$ cat src/rtl/pe_row_feeder_pkg.sv
// pe_row_feeder_pkg
// Shared definitions for the PE row feeder:
//   state_t  - feeder FSM states (IDLE, LOAD_W, STREAM)
//   K        - number of taps in one PE row
//   cnt_w()  - bit width of a counter that spans 0..n-1 (never below 1)
package pe_row_feeder_pkg;

   typedef enum logic [1:0] {
      IDLE   = 2'd0,
      LOAD_W = 2'd1,
      STREAM = 2'd2
   } state_t;

   localparam int K = 5;

   function automatic int cnt_w(input int n);
      return (n > 1) ? $clog2(n) : 1;
   endfunction

endpackage

$ cat src/rtl/pe_row_feeder_valid.sv
// valid_delay
// Fixed-depth 1-bit delay line used to line up a valid flag with the
// output of a pipelined datapath. It shifts every cycle and never stalls.
// Ports:
//   clk   - rising-edge clock
//   rst_n - asynchronous active-low reset, clears the whole line
//   din   - flag entering the line
//   dout  - din delayed by DEPTH cycles
module valid_delay #(
   parameter int DEPTH = 5
) (
   input  logic clk,
   input  logic rst_n,
   input  logic din,
   output logic dout
);

   logic [DEPTH-1:0] sr;

   generate
      if (DEPTH == 1) begin : g_one
         always_ff @(posedge clk or negedge rst_n) begin
            if (!rst_n) sr <= '0;
            else        sr <= din;
         end
      end else begin : g_multi
         always_ff @(posedge clk or negedge rst_n) begin
            if (!rst_n) sr <= '0;
            else        sr <= {sr[DEPTH-2:0], din};
         end
      end
   endgenerate

   assign dout = sr[DEPTH-1];

endmodule

$ cat src/rtl/pe_row_feeder.sv
// pe_row_feeder
// Input-side driver for a five-tap PE row. It loads one filter row of
// weights (and, with FEEDER_BIAS_EN defined, a sixth word used as bias),
// then streams raster pixels through a 5-pixel sliding window that never
// straddles an image row. arr_valid marks the cycles where the PE row's Po
// output carries a finished dot product.
// Build option: FEEDER_BIAS_EN - 6-word load; the 6th word drives Po.
//                                 When undefined Po is constant 0.
// Handshakes: a transfer happens on a rising edge where valid && ready.
//   ready is a registered state decode; valid may rise at any time and the
//   producer holds data until the transfer. Outputs have no back-pressure.
// Ports:
//   clk, rst (async active-low)
//   start                 - begin a weight load (only honoured in IDLE)
//   w_valid/w_data/w_ready - weight port, tap 0 first
//   px_valid/px_data/px_ready - raster pixel port
//   Wo0..Wo4, Io0..Io4, Po - PE row inputs (weights, window, seed)
//   win_valid, arr_valid  - window complete / PE row result valid
//   row_done, frame_done  - end-of-row / end-of-frame pulses
//   dbg_state             - current FSM state
module pe_row_feeder
   import pe_row_feeder_pkg::*;
#(
   parameter int M      = 32,
   parameter int N      = 0,
   parameter int IMG_W  = 32,
   parameter int ROWS   = 28,
   parameter int PE_LAT = 1
) (
   input  logic         clk,
   input  logic         rst,
   input  logic         start,
   input  logic         w_valid,
   input  logic [M-1:0] w_data,
   output logic         w_ready,
   input  logic         px_valid,
   input  logic [M-1:0] px_data,
   output logic         px_ready,
   output logic [M-1:0] Wo0,
   output logic [M-1:0] Wo1,
   output logic [M-1:0] Wo2,
   output logic [M-1:0] Wo3,
   output logic [M-1:0] Wo4,
   output logic [M-1:0] Io0,
   output logic [M-1:0] Io1,
   output logic [M-1:0] Io2,
   output logic [M-1:0] Io3,
   output logic [M-1:0] Io4,
   output logic [M-1:0] Po,
   output logic         win_valid,
   output logic         arr_valid,
   output logic         row_done,
   output logic         frame_done,
   output state_t       dbg_state
);

   localparam int CW = cnt_w(IMG_W);
   localparam int RW = cnt_w(ROWS);
`ifdef FEEDER_BIAS_EN
   localparam int NW = K + 1;
`else
   localparam int NW = K;
`endif
   localparam logic [CW-1:0] COL_LAST  = CW'(IMG_W - 1);
   localparam logic [CW-1:0] COL_WIN   = CW'(K - 1);
   localparam logic [RW-1:0] ROW_LAST  = RW'(ROWS - 1);
   localparam logic [2:0]    WCNT_LAST = 3'(NW - 1);

   generate
      if (IMG_W < K || ROWS < 1 || PE_LAT < 1 || N >= M) begin : g_bad_param
         $error("pe_row_feeder: illegal parameter combination");
      end
   endgenerate

   state_t         state;
   logic [2:0]     wcnt;
   logic [CW-1:0]  col;
   logic [RW-1:0]  row;
   logic [M-1:0]   wr [K];
   logic [M-1:0]   io [K];
   logic           w_hs;
   logic           px_hs;

   assign w_hs  = w_valid && w_ready;
   assign px_hs = px_valid && px_ready;

   always_ff @(posedge clk or negedge rst) begin
      if (!rst) begin
         state      <= IDLE;
         wcnt       <= '0;
         col        <= '0;
         row        <= '0;
         w_ready    <= 1'b0;
         px_ready   <= 1'b0;
         win_valid  <= 1'b0;
         row_done   <= 1'b0;
         frame_done <= 1'b0;
         for (int i = 0; i < K; i++) begin
            wr[i] <= '0;
            io[i] <= '0;
         end
      end else begin
         win_valid  <= 1'b0;
         row_done   <= 1'b0;
         frame_done <= 1'b0;

         // The last window of a row is shown together with row_done; the
         // window empties one cycle later so a new row starts from zeros.
         if (row_done) begin
            for (int i = 0; i < K; i++) io[i] <= '0;
         end

         case (state)
            IDLE: begin
               if (start) begin
                  state   <= LOAD_W;
                  w_ready <= 1'b1;
                  wcnt    <= '0;
               end
            end

            LOAD_W: begin
               if (w_hs) begin
                  if (wcnt < 3'(K)) wr[wcnt] <= w_data;
                  if (wcnt == WCNT_LAST) begin
                     state    <= STREAM;
                     w_ready  <= 1'b0;
                     px_ready <= 1'b1;
                     wcnt     <= '0;
                  end else begin
                     wcnt <= wcnt + 3'd1;
                  end
               end
            end

            STREAM: begin
               if (px_hs) begin
                  // row_done high here means this is column 0 of a new row:
                  // shift in zeros instead of the previous row's pixels.
                  for (int i = 0; i < K - 1; i++)
                     io[i] <= row_done ? '0 : io[i+1];
                  io[K-1]   <= px_data;
                  win_valid <= (col >= COL_WIN);
                  if (col == COL_LAST) begin
                     col      <= '0;
                     row_done <= 1'b1;
                     if (row == ROW_LAST) begin
                        row        <= '0;
                        frame_done <= 1'b1;
                        state      <= IDLE;
                        px_ready   <= 1'b0;
                     end else begin
                        row <= row + 1'b1;
                     end
                  end else begin
                     col <= col + 1'b1;
                  end
               end
            end

            default: begin
               state    <= IDLE;
               w_ready  <= 1'b0;
               px_ready <= 1'b0;
            end
         endcase
      end
   end

`ifdef FEEDER_BIAS_EN
   logic [M-1:0] bias;

   always_ff @(posedge clk or negedge rst) begin
      if (!rst)
         bias <= '0;
      else if (state == LOAD_W && w_hs && wcnt == 3'(K))
         bias <= w_data;
   end

   assign Po = bias;
`else
   assign Po = '0;
`endif

   assign Wo0 = wr[0];
   assign Wo1 = wr[1];
   assign Wo2 = wr[2];
   assign Wo3 = wr[3];
   assign Wo4 = wr[4];
   assign Io0 = io[0];
   assign Io1 = io[1];
   assign Io2 = io[2];
   assign Io3 = io[3];
   assign Io4 = io[4];
   assign dbg_state = state;

   valid_delay #(.DEPTH(K * PE_LAT)) u_arr_delay (
      .clk   (clk),
      .rst_n (rst),
      .din   (win_valid),
      .dout  (arr_valid)
   );

endmodule

$ cat config.mk
export PLATFORM = sky130hd
export DESIGN_NAME = pe_row_feeder
export DESIGN_NICKNAME = d
export VERILOG_FILES = /design/src/rtl/pe_row_feeder_pkg.sv /design/src/rtl/pe_row_feeder_valid.sv /design/src/rtl/pe_row_feeder.sv
export SDC_FILE = /design/constraint.sdc
export NUM_CORES = 1
export LEC_CHECK = 0
export CORE_AREA = 2 2 239 241
export DETAILED_ROUTE_END_ITERATION = 7
export DIE_AREA = 0 0 241 243
export HOLD_SLACK_MARGIN = 0.12
export PLACE_DENSITY = 0.55
export REMOVE_ABC_BUFFERS = 1
export SYNTH_ARGS = -nofsm -noshare
export SYNTH_HDL_FRONTEND = slang
export SYNTH_SLANG_ARGS = --single-unit
$ cat constraint.sdc
create_clock -name clk -period 2.3 [get_ports clk]
set_clock_uncertainty 0.15 [all_clocks]
set_input_delay 0.46 -clock clk [delete_from_list [all_inputs] [get_ports clk]]
set_output_delay 0.46 -clock clk [all_outputs]
set_load 0.05 [all_outputs]
Yosys cells after proc, flatten, opt, wreduce, memory -nomap -nowiden
Cells that the tools add are included.
W data, S select, Z words.

storage, ports and cells
  input port bits = 69
  memories = 0
  register bits after elaboration = 345
  ROM bits = 0
  latch bits = 0
  memory bits (writable) = 0
  logic and storage cells = 95
  output and inout port bits = 360

cells by class
  divide/modulo/power cells = 0
  reduce and logical (&&, ||, !) cells = 12
  eq/ne operators = 11
  bitwise logic cells = 3
  muxes and demuxes = 42
  $add $sub $neg = 3
  shifts and indexed selects = 0
  multiply operators = 0
  order comparisons = 4

operators with widths
  operator               number
  $mux W160              3
  $bwmux W160            1
  $mux W32               5
  $demux W32 S3          1
  $mux W1                17
  $mux W2                6
  $ne A2 B2 Y1 const B   6
  $reduce_and A6 Y1      2
  $add A5 B1 Y5 const B  2
  $eq A5 B5 Y1 const B   2
  $mux W5                2
  $mux W3                3
  $reduce_and A3 Y1      3
  $pmux W1 S3            2
  $pmux W2 S3            1
  $pmux W3 S2            1
  $ge A5 B3 Y1 const B   1
  $ge A4 B4 Y1 const B   1
  $lt A4 B1 Y1 const B   1
  $not A3 Y4             1
  $reduce_and A4 Y1      1
  $add A3 B1 Y3 const B  1
  $eq A3 B3 Y1 const B   1
  $logic_and A1 B1 Y1    3
  7 further kinds        8

Depth between registers and ports, before layout
Gate-level depths: netlist of the first run.

  depth in word-level cells = 6
  mapped depth = 7
  mapped depth without buffers = 6

By module
From an unflattened synthesis of the first run, not the netlist that was laid out.

second synthesis, totals
  cell total of the unflattened synthesis = 1,172
  area total of the unflattened synthesis = 13,873.3 µm²

modules (own cells, without submodules)
  module         sequential area each (µm²)  area an instance (µm²)  cells each  instances
  pe_row_feeder  8,508.2                     13,748.2                1,167       1
  valid_delay    125.1                       125.1                   5           1

Least setup slack after synthesis of the first run
No wires, ideal clock.

  path type = reg2reg
  start = register state[0], in the netlist dbg_state[0]
  end = register wr, in the netlist Wo3[10]
  cell stages (with the launch flop) = 6
  path buffers = 2
  data arrival time = 2,018 ps
  period minus slack after synthesis = 2,293 ps
  setup time = 125 ps
  data required time = 2,025 ps
  path slack = 7 ps
  cells stage by stage = dfrtp_1 -> nand4b_1 -> or4_1 -> buf_2 -> buf_6 -> mux2_4

between the ends
  word-level cells in the longest chain between the ends = 2

ends and longest elaborated chain
  what                                RTL line              RTL
  start, declared                     pe_row_feeder.sv:75   state_t state;
  start signal, assigned              pe_row_feeder.sv:89   state <= IDLE;
  start signal, assigned              pe_row_feeder.sv:116  state <= LOAD_W;
  start signal, assigned              pe_row_feeder.sv:126  state <= STREAM;
  $eq A2 B1 Y1                        pe_row_feeder.sv:113  case (state)
  $reduce_and A3 Y1 (no source line)  -
  end signal, assigned by index       pe_row_feeder.sv:124  if (wcnt < 3'(K)) wr[wcnt] <= w_data;
  end, declared                       pe_row_feeder.sv:79   logic [M-1:0] wr [K];

No other way between the ends.
A chain may end at the register's enable or synchronous reset.

Final worst setup path of the first run
  start = register state[0], in the netlist dbg_state[0]
  end = output dbg_state[0]

RTL lines
  what           RTL line             RTL
  end, declared  pe_row_feeder.sv:54  output state_t dbg_state

No word-level cell between the ends.

==> results of run 1 <==
-- power breakdown --
group | total [mW] | internal, mW | switching, mW | leakage [nW]
sequential | 8.51 | 7.63 | 0.883 | 4.52
combinational | 10.7 | 3.27 | 7.39 | 4.92
clock | 6.06 | 3.62 | 2.45 | 0.610
total | 25.2 | 14.5 | 10.7 | 10.0
-- logic make-up after synthesis --
kind of cell             synth area share
AND/OR/NAND/NOR                    0.1224
flip-flops                         0.6219
multiplexers                       0.1493
AO/OA/AOI/OAI                     0.05669
buffers and inverters             0.04407
adder cells (fa/ha/maj)          0.005408
other                           0.0002701
-- cell type report --
cell class / count / area [sq um]
Sequential cell: 345 / 8637
Timing Repair Buffer: 451 / 4190
Clock buffer: 55 / 1169
Tap cell: 756 / 945.9
Clock inverter: 7 / 62.56
Fill cell: 5719 / 36150
Multi-Input combinational cell: 746 / 4776
Inverter: 6 / 22.52
-- stage by stage --
step	util	hold WS, ps	power [mW]
2_1_floorplan	-	14.41	16.14
3_3_place_gp	0.3385	185.8	20.33
3_5_place_dp	0.3385	187.3	20.47
4_1_cts	0.3539	199.2	25.59
5_1_grt	0.3539	200.0	26.40
6_report	0.3539	192.2	25.24
-- routing by layer --
layer / GRT usage / up-vias / wire length [um]
li1: - / 4688 / -
met1: 0.1728 / 4995 / 17430
met4: 0.03014 / 0 / 689
met5: 0 / - / 0
met2: 0.2132 / 367 / 17890
met3: 0.06266 / 51 / 4861
-- registers in the layout, summed over array words and instances, names as in the netlist, 2 cells and up --
register and flops:
Io0 32, Io1 32, Io2 32, Io3 32, Io4 32, Wo0 32
Wo1 32, Wo2 32, Wo3 32, Wo4 32, col 5, dbg_state 2
row 5, u_arr_delay.sr 5, wcnt 3
-- worst max path at each step --
| stage | slack, ps | end |
|---|---|---|
| floorplan | -3730 | col[3] |
| CTS | 50 | dbg_state[0] |
| finish | 100 | dbg_state[0] |
| global route | 20 | dbg_state[0] |
| global placement | -370 | Wo1[31] |
| detailed placement | -340 | Wo1[0] |
-- worst register-to-register path, cell delays in order, from the launching register on --
cell     delay [ps]
dfrtp_1         500
inv_2            60
or4_2           680
buf_12          210
mux2_1          410
-- layout by cell type (no fill, tap or decap), types with 3 or more instances in the layout --
cell             count
clkbuf_1             5
dlygate4sd2_1      301
buf_12              20
nor2b_1              3
clkbuf_16           41
clkdlybuf4s50_1     67
mux2_1              43
mux2_4              60
a21oi_1            132
nand2_1            327
nand3_1              4
nor2_1               5
mux2_2              61
dfrtp_1            344
clkbuf_8             9
conb_1              32
inv_1                4
clkinv_2             5
buf_4               61
ha_1                 6
o21ai_0              8
nand3b_1            32
and3_1               4
-- repair_timing --
item / CTS / global route
gates resized for setup: 301 / 0
hold buffers: 1 / 0
endpoints found under the setup margin: 301 / 0
hold endpoints to repair: 265 / 0
==> results_dict.tcl, run 1 <==
set metrics [dict create \
    start_util 0.2481 \
    dr.pass1.iters 5 \
    power_leakage_nw 10.05 \
    netlist_instances 1172 \
    htreeDepth 2 \
    synth_top_cells_by_count "345 x dfrtp_1, 327 x nand2_1, 132 x a21oi_1" \
    max_freq_ghz 0.4551 \
    n_antenna_cell 0 \
    final_cell_area_sq_mm 0.01980 \
    crit_type "reg -> out" \
    die_x_um 241 \
    crit_fanout 8 \
    worst_path_max_delay_cell "dlygate4sd2_1" \
    endpoint_kind "primary output" \
    gp_congestion 0.7761 \
    antenna_found_initial 0 \
    tns_ps 0 \
    maxCapViolations 0 \
    reg2reg_depth 4 \
    startpoint "dbg_state[0]" \
    vias 10101 \
    holdPathStages 0 \
    powerDensity_mw_per_mm2 1274 \
    clock_path_buffers 3 \
    area_delta_synth_final_pct 42.65 \
    yosysMostFrequentCell "dfrtp_1" \
    rsz0062_at_grt "no" \
    worstHoldEndpoint "u_arr_delay.sr[3]" \
    tightest_slew_ps 579.9 \
    r2r_setup_slack_ps 160 \
    place_area_sq_mm 0.01894 \
    yosysWarnings 0 \
    path_buf_inv 2 \
    dieArea_sq_mm 0.05856 \
    ant_nets 0 \
    finalSetupViolations 0 \
    die_h_um 243 \
    min_from "u_arr_delay.sr[2]" \
    insertion_delay_ps 540 \
    drt_wl_total_mm 40.88 \
    num_rows 87 \
    final_cells 2366 \
    port_buffers 396 \
    crit_family "buffers and inverters" \
    final_nets 1665 \
    finalHoldViolCount 0 \
    crit_required_ps 1690 \
    grt_overflow 0 \
    core_area_sq_mm 0.05595 \
    critical_path_depth 2 \
    min_period_ps 2198 \
    slew_viol_final 0 \
    yosysTopAreaCellShare 0.6219 \
    irDropWorstVdd_v 0.0006957 \
    place_inst 2303 \
    grt_pass1_wl_mm 62.96 \
    drc_errors 0 \
    synth.area.top_cells "dfrtp_1 62%, nand2_1 8.8%, mux2_4 6.5%" \
    dp_hpwl_mm 28.26 \
    ys.flop_type "dfrtp_1" \
    run_status "completed" \
    hold_class "reg -> reg" \
    yosysTopAreaCell "dfrtp_1" \
    worstReg2RegEnd "Wo3[31]" \
    dp_slack_ps -338.2 \
    cts_setup_buffers 0 \
    drt_iter0_markers 480 \
    cts_tree "yes" \
    ys_types 41 \
    numCtsBuffers 40 \
    synth_edf_count 0 \
    clk_pin_slew_worst_paths_ps 60 \
    grt_pass1_vias 10521 \
    final.setup.worst_slack_ps 102.5 \
    track_usage 0.1368 \
    critPathMaxStageDelay_ps 530 \
    io_pins 429 \
    crit_path_cell_trace "buf_4 > dlygate4sd2_1" \
    ys_seq_elements 345 \
    via_per_inst 4.269 \
    root_buffer "clkbuf_16" \
    drive_above_1_share 0.1665 \
    slew_headroom 0.6149 \
    start_kind "flop" \
    ys_seq_area_frac 0.6219 \
    syn_avg_cell_area_sq_um 11.84 \
    wire_per_inst_um 17.28 \
    cts.sinks 345 \
    period_share 0.9554 \
    crit_arrival_ps 1590 \
    synth_area_sq_mm 0.01388 \
    r2r-start "wcnt[1]" \
    grt_max_degree 83 \
    synthArstFlopShare 1.000 \
]
No activity file was read; power rests on OpenSTA's default activity.
==> run 2: changes to the inputs <==
--- a/config.mk
+++ b/config.mk
@@ -5,11 +5,14 @@
 export SDC_FILE = /design/constraint.sdc
 export NUM_CORES = 1
 export LEC_CHECK = 0
+export CELL_PAD_IN_SITES_DETAIL_PLACEMENT = 1
+export CELL_PAD_IN_SITES_GLOBAL_PLACEMENT = 1
 export CORE_AREA = 2 2 239 241
 export DETAILED_ROUTE_END_ITERATION = 7
 export DIE_AREA = 0 0 241 243
+export GPL_ROUTABILITY_DRIVEN = 0
 export HOLD_SLACK_MARGIN = 0.12
-export PLACE_DENSITY = 0.55
+export PLACE_DENSITY = 0.65
 export REMOVE_ABC_BUFFERS = 1
 export SYNTH_ARGS = -nofsm -noshare
 export SYNTH_HDL_FRONTEND = slang
==> run 2 against run 1 <==
Compared with the run above:
- register-to-register slack got worse by 30 ps
- global-route usage increased by 1.2 points
- hold slack improved by 10 ps
- largest cell class unchanged
- highest routed layer is now met5
==> results_dict.tcl, run 2 (synthesis results as in run 1) <==
set metrics [dict create \
    run_status "completed" \
    cts_setup_buffers 0 \
    tns_ps 0 \
    regArea_sq_mm 0.008637 \
    worst_path_max_delay_cell "clkdlybuf4s15_1" \
    vias 10280 \
    layout.cells.most_common_list "344 x dfrtp_1, 327 x nand2_1, 301 x dlygate4sd2_1, 132 x a21oi_1, 67 x clkdlybuf4s50_1" \
    port_buffers 396 \
    dr.pass1.iters 5 \
    die_h_um 243 \
    max_freq_ghz 0.4549 \
    wire_per_inst_um 18.55 \
    rsz0062_at_grt "no" \
    antenna_found_initial 1 \
    grt_max_degree 119 \
    ant_nets 0 \
    numCtsBuffers 40 \
    powerDensity_mw_per_mm2 1298 \
    finalSetupViolations 0 \
    dieArea_sq_mm 0.05856 \
    final_cell_area_sq_mm 0.01990 \
    crit_arrival_ps 1590 \
    r2r_setup_slack_ps 130 \
    multiInputGateArea_sq_mm 0.004777 \
    via_per_inst 4.339 \
    drc_errors 0 \
    critPathMaxStageDelay_ps 500 \
    drt_iter0_markers 399 \
    endpoint_kind "primary output" \
    dp_hpwl_mm 30.67 \
    final_nets 1659 \
    tightest_slew_ps 612.0 \
    dp_slack_ps -356.0 \
    core_area_sq_mm 0.05595 \
    maxCapViolations 0 \
    start_kind "flop" \
    io_pins 429 \
    min_period_ps 2198 \
    cts_tree "yes" \
    final.setup.worst_slack_ps 101.6 \
    n_antenna_cell 0 \
    start_util 0.2481 \
    hold_class "reg -> reg" \
    slew_viol_final 0 \
    die_x_um 241 \
    slew_headroom 0.5920 \
    irDropWorstVdd_v 0.0006919 \
    crit_path_cell_trace "buf_4 > clkdlybuf4s15_1" \
    drt_wl_total_mm 43.94 \
    power_mw 25.84 \
    power_leakage_nw 10.08 \
    root_buffer "clkbuf_16" \
    place_area_sq_mm 0.01891 \
    fill_cells 6300 \
    crit_fanout 8 \
    period_share 0.9558 \
    cts.sinks 345 \
    crit_required_ps 1690 \
    grt_pass1_vias 10999 \
    drive_above_1_share 0.1655 \
    track_usage 0.1485 \
    final_common_cell "dfrtp_1" \
    grt_pass1_wl_mm 67.99 \
    crit_type "reg -> out" \
    finalHoldViolCount 0 \
    clock_path_buffers 3 \
    grt_overflow 0 \
    insertion_delay_ps 540 \
    num_rows 87 \
    holdWs_ps 202.3 \
    area_delta_synth_final_pct 43.33 \
    clk_pin_slew_worst_paths_ps 60 \
    htreeDepth 2 \
]
run 2: cell types whose count changed in the layout (fill, tap and decap cells not counted), moves of 2 or more:
cell,delta
buf_4,-8
clkbuf_1,+4
clkbuf_8,+3
bufinv_16,+2
clkinv_2,-2
inv_6,+2
run 2: repair_timing:
action	in CTS	in global routing
hold buffers	1	0
resized for setup	302	2
hold endpoints to repair	183	0
endpoints found under the setup margin	302	3
run 2: layer usage:
metal | global-route usage | vias up | wire [um]
met3 | 0.06880 | 49 | 4955
met4 | 0.03086 | 2 | 668
met5 | 0 | - | 13
met1 | 0.1840 | 5180 | 18680
li1 | - | 4678 | -
met2 | 0.2361 | 371 | 19630
run 2: metrics by stage:
step | std cells | util
2_1_floorplan | 1097 | -
3_3_place_gp | 2297 | 0.3379
3_5_place_dp | 2297 | 0.3379
4_1_cts | 2369 | 0.3556
5_1_grt | 2369 | 0.3556
6_report | 2369 | 0.3556
run 2: worst max-delay path: cells and delay by family (launching register included):
kind | cells | cell delay, ps
buffers and inverters | 2 | 670
flip-flops | 1 | 380
run 2: area by class of cell:
cell class,count,area share
Multi-Input combinational cell,746,0.2401
Clock buffer,62,0.06156
Sequential cell,345,0.4341
Clock inverter,9,0.006540
Tap cell,756,0.04754
Timing Repair Buffer,445,0.2091
Inverter,6,0.001132
run 2: final timing paths:
path	startpoint	to	cells past startpoint
worst max-delay path	dbg_state[0]	dbg_state[0]	2
worst min-delay path	u_arr_delay.sr[1]	u_arr_delay.sr[2]	0
worst max register to register	wcnt[1]	Wo3[0]	4
worst min register to register	u_arr_delay.sr[1]	u_arr_delay.sr[2]	0
max in group asynchronous	rst	Wo0[18]	3
min in group asynchronous	rst	Wo2[18]	2
run 2: power breakdown:
| part | internal [mW] | total, mW | leakage [nW] | switching (mW) |
|---|---|---|---|---|
| clock network | 3.99 | 6.53 | 0.665 | 2.54 |
| registers | 7.63 | 8.57 | 4.52 | 0.942 |
| logic | 3.26 | 10.7 | 4.89 | 7.48 |
| total | 14.9 | 25.8 | 10.1 | 11.0 |
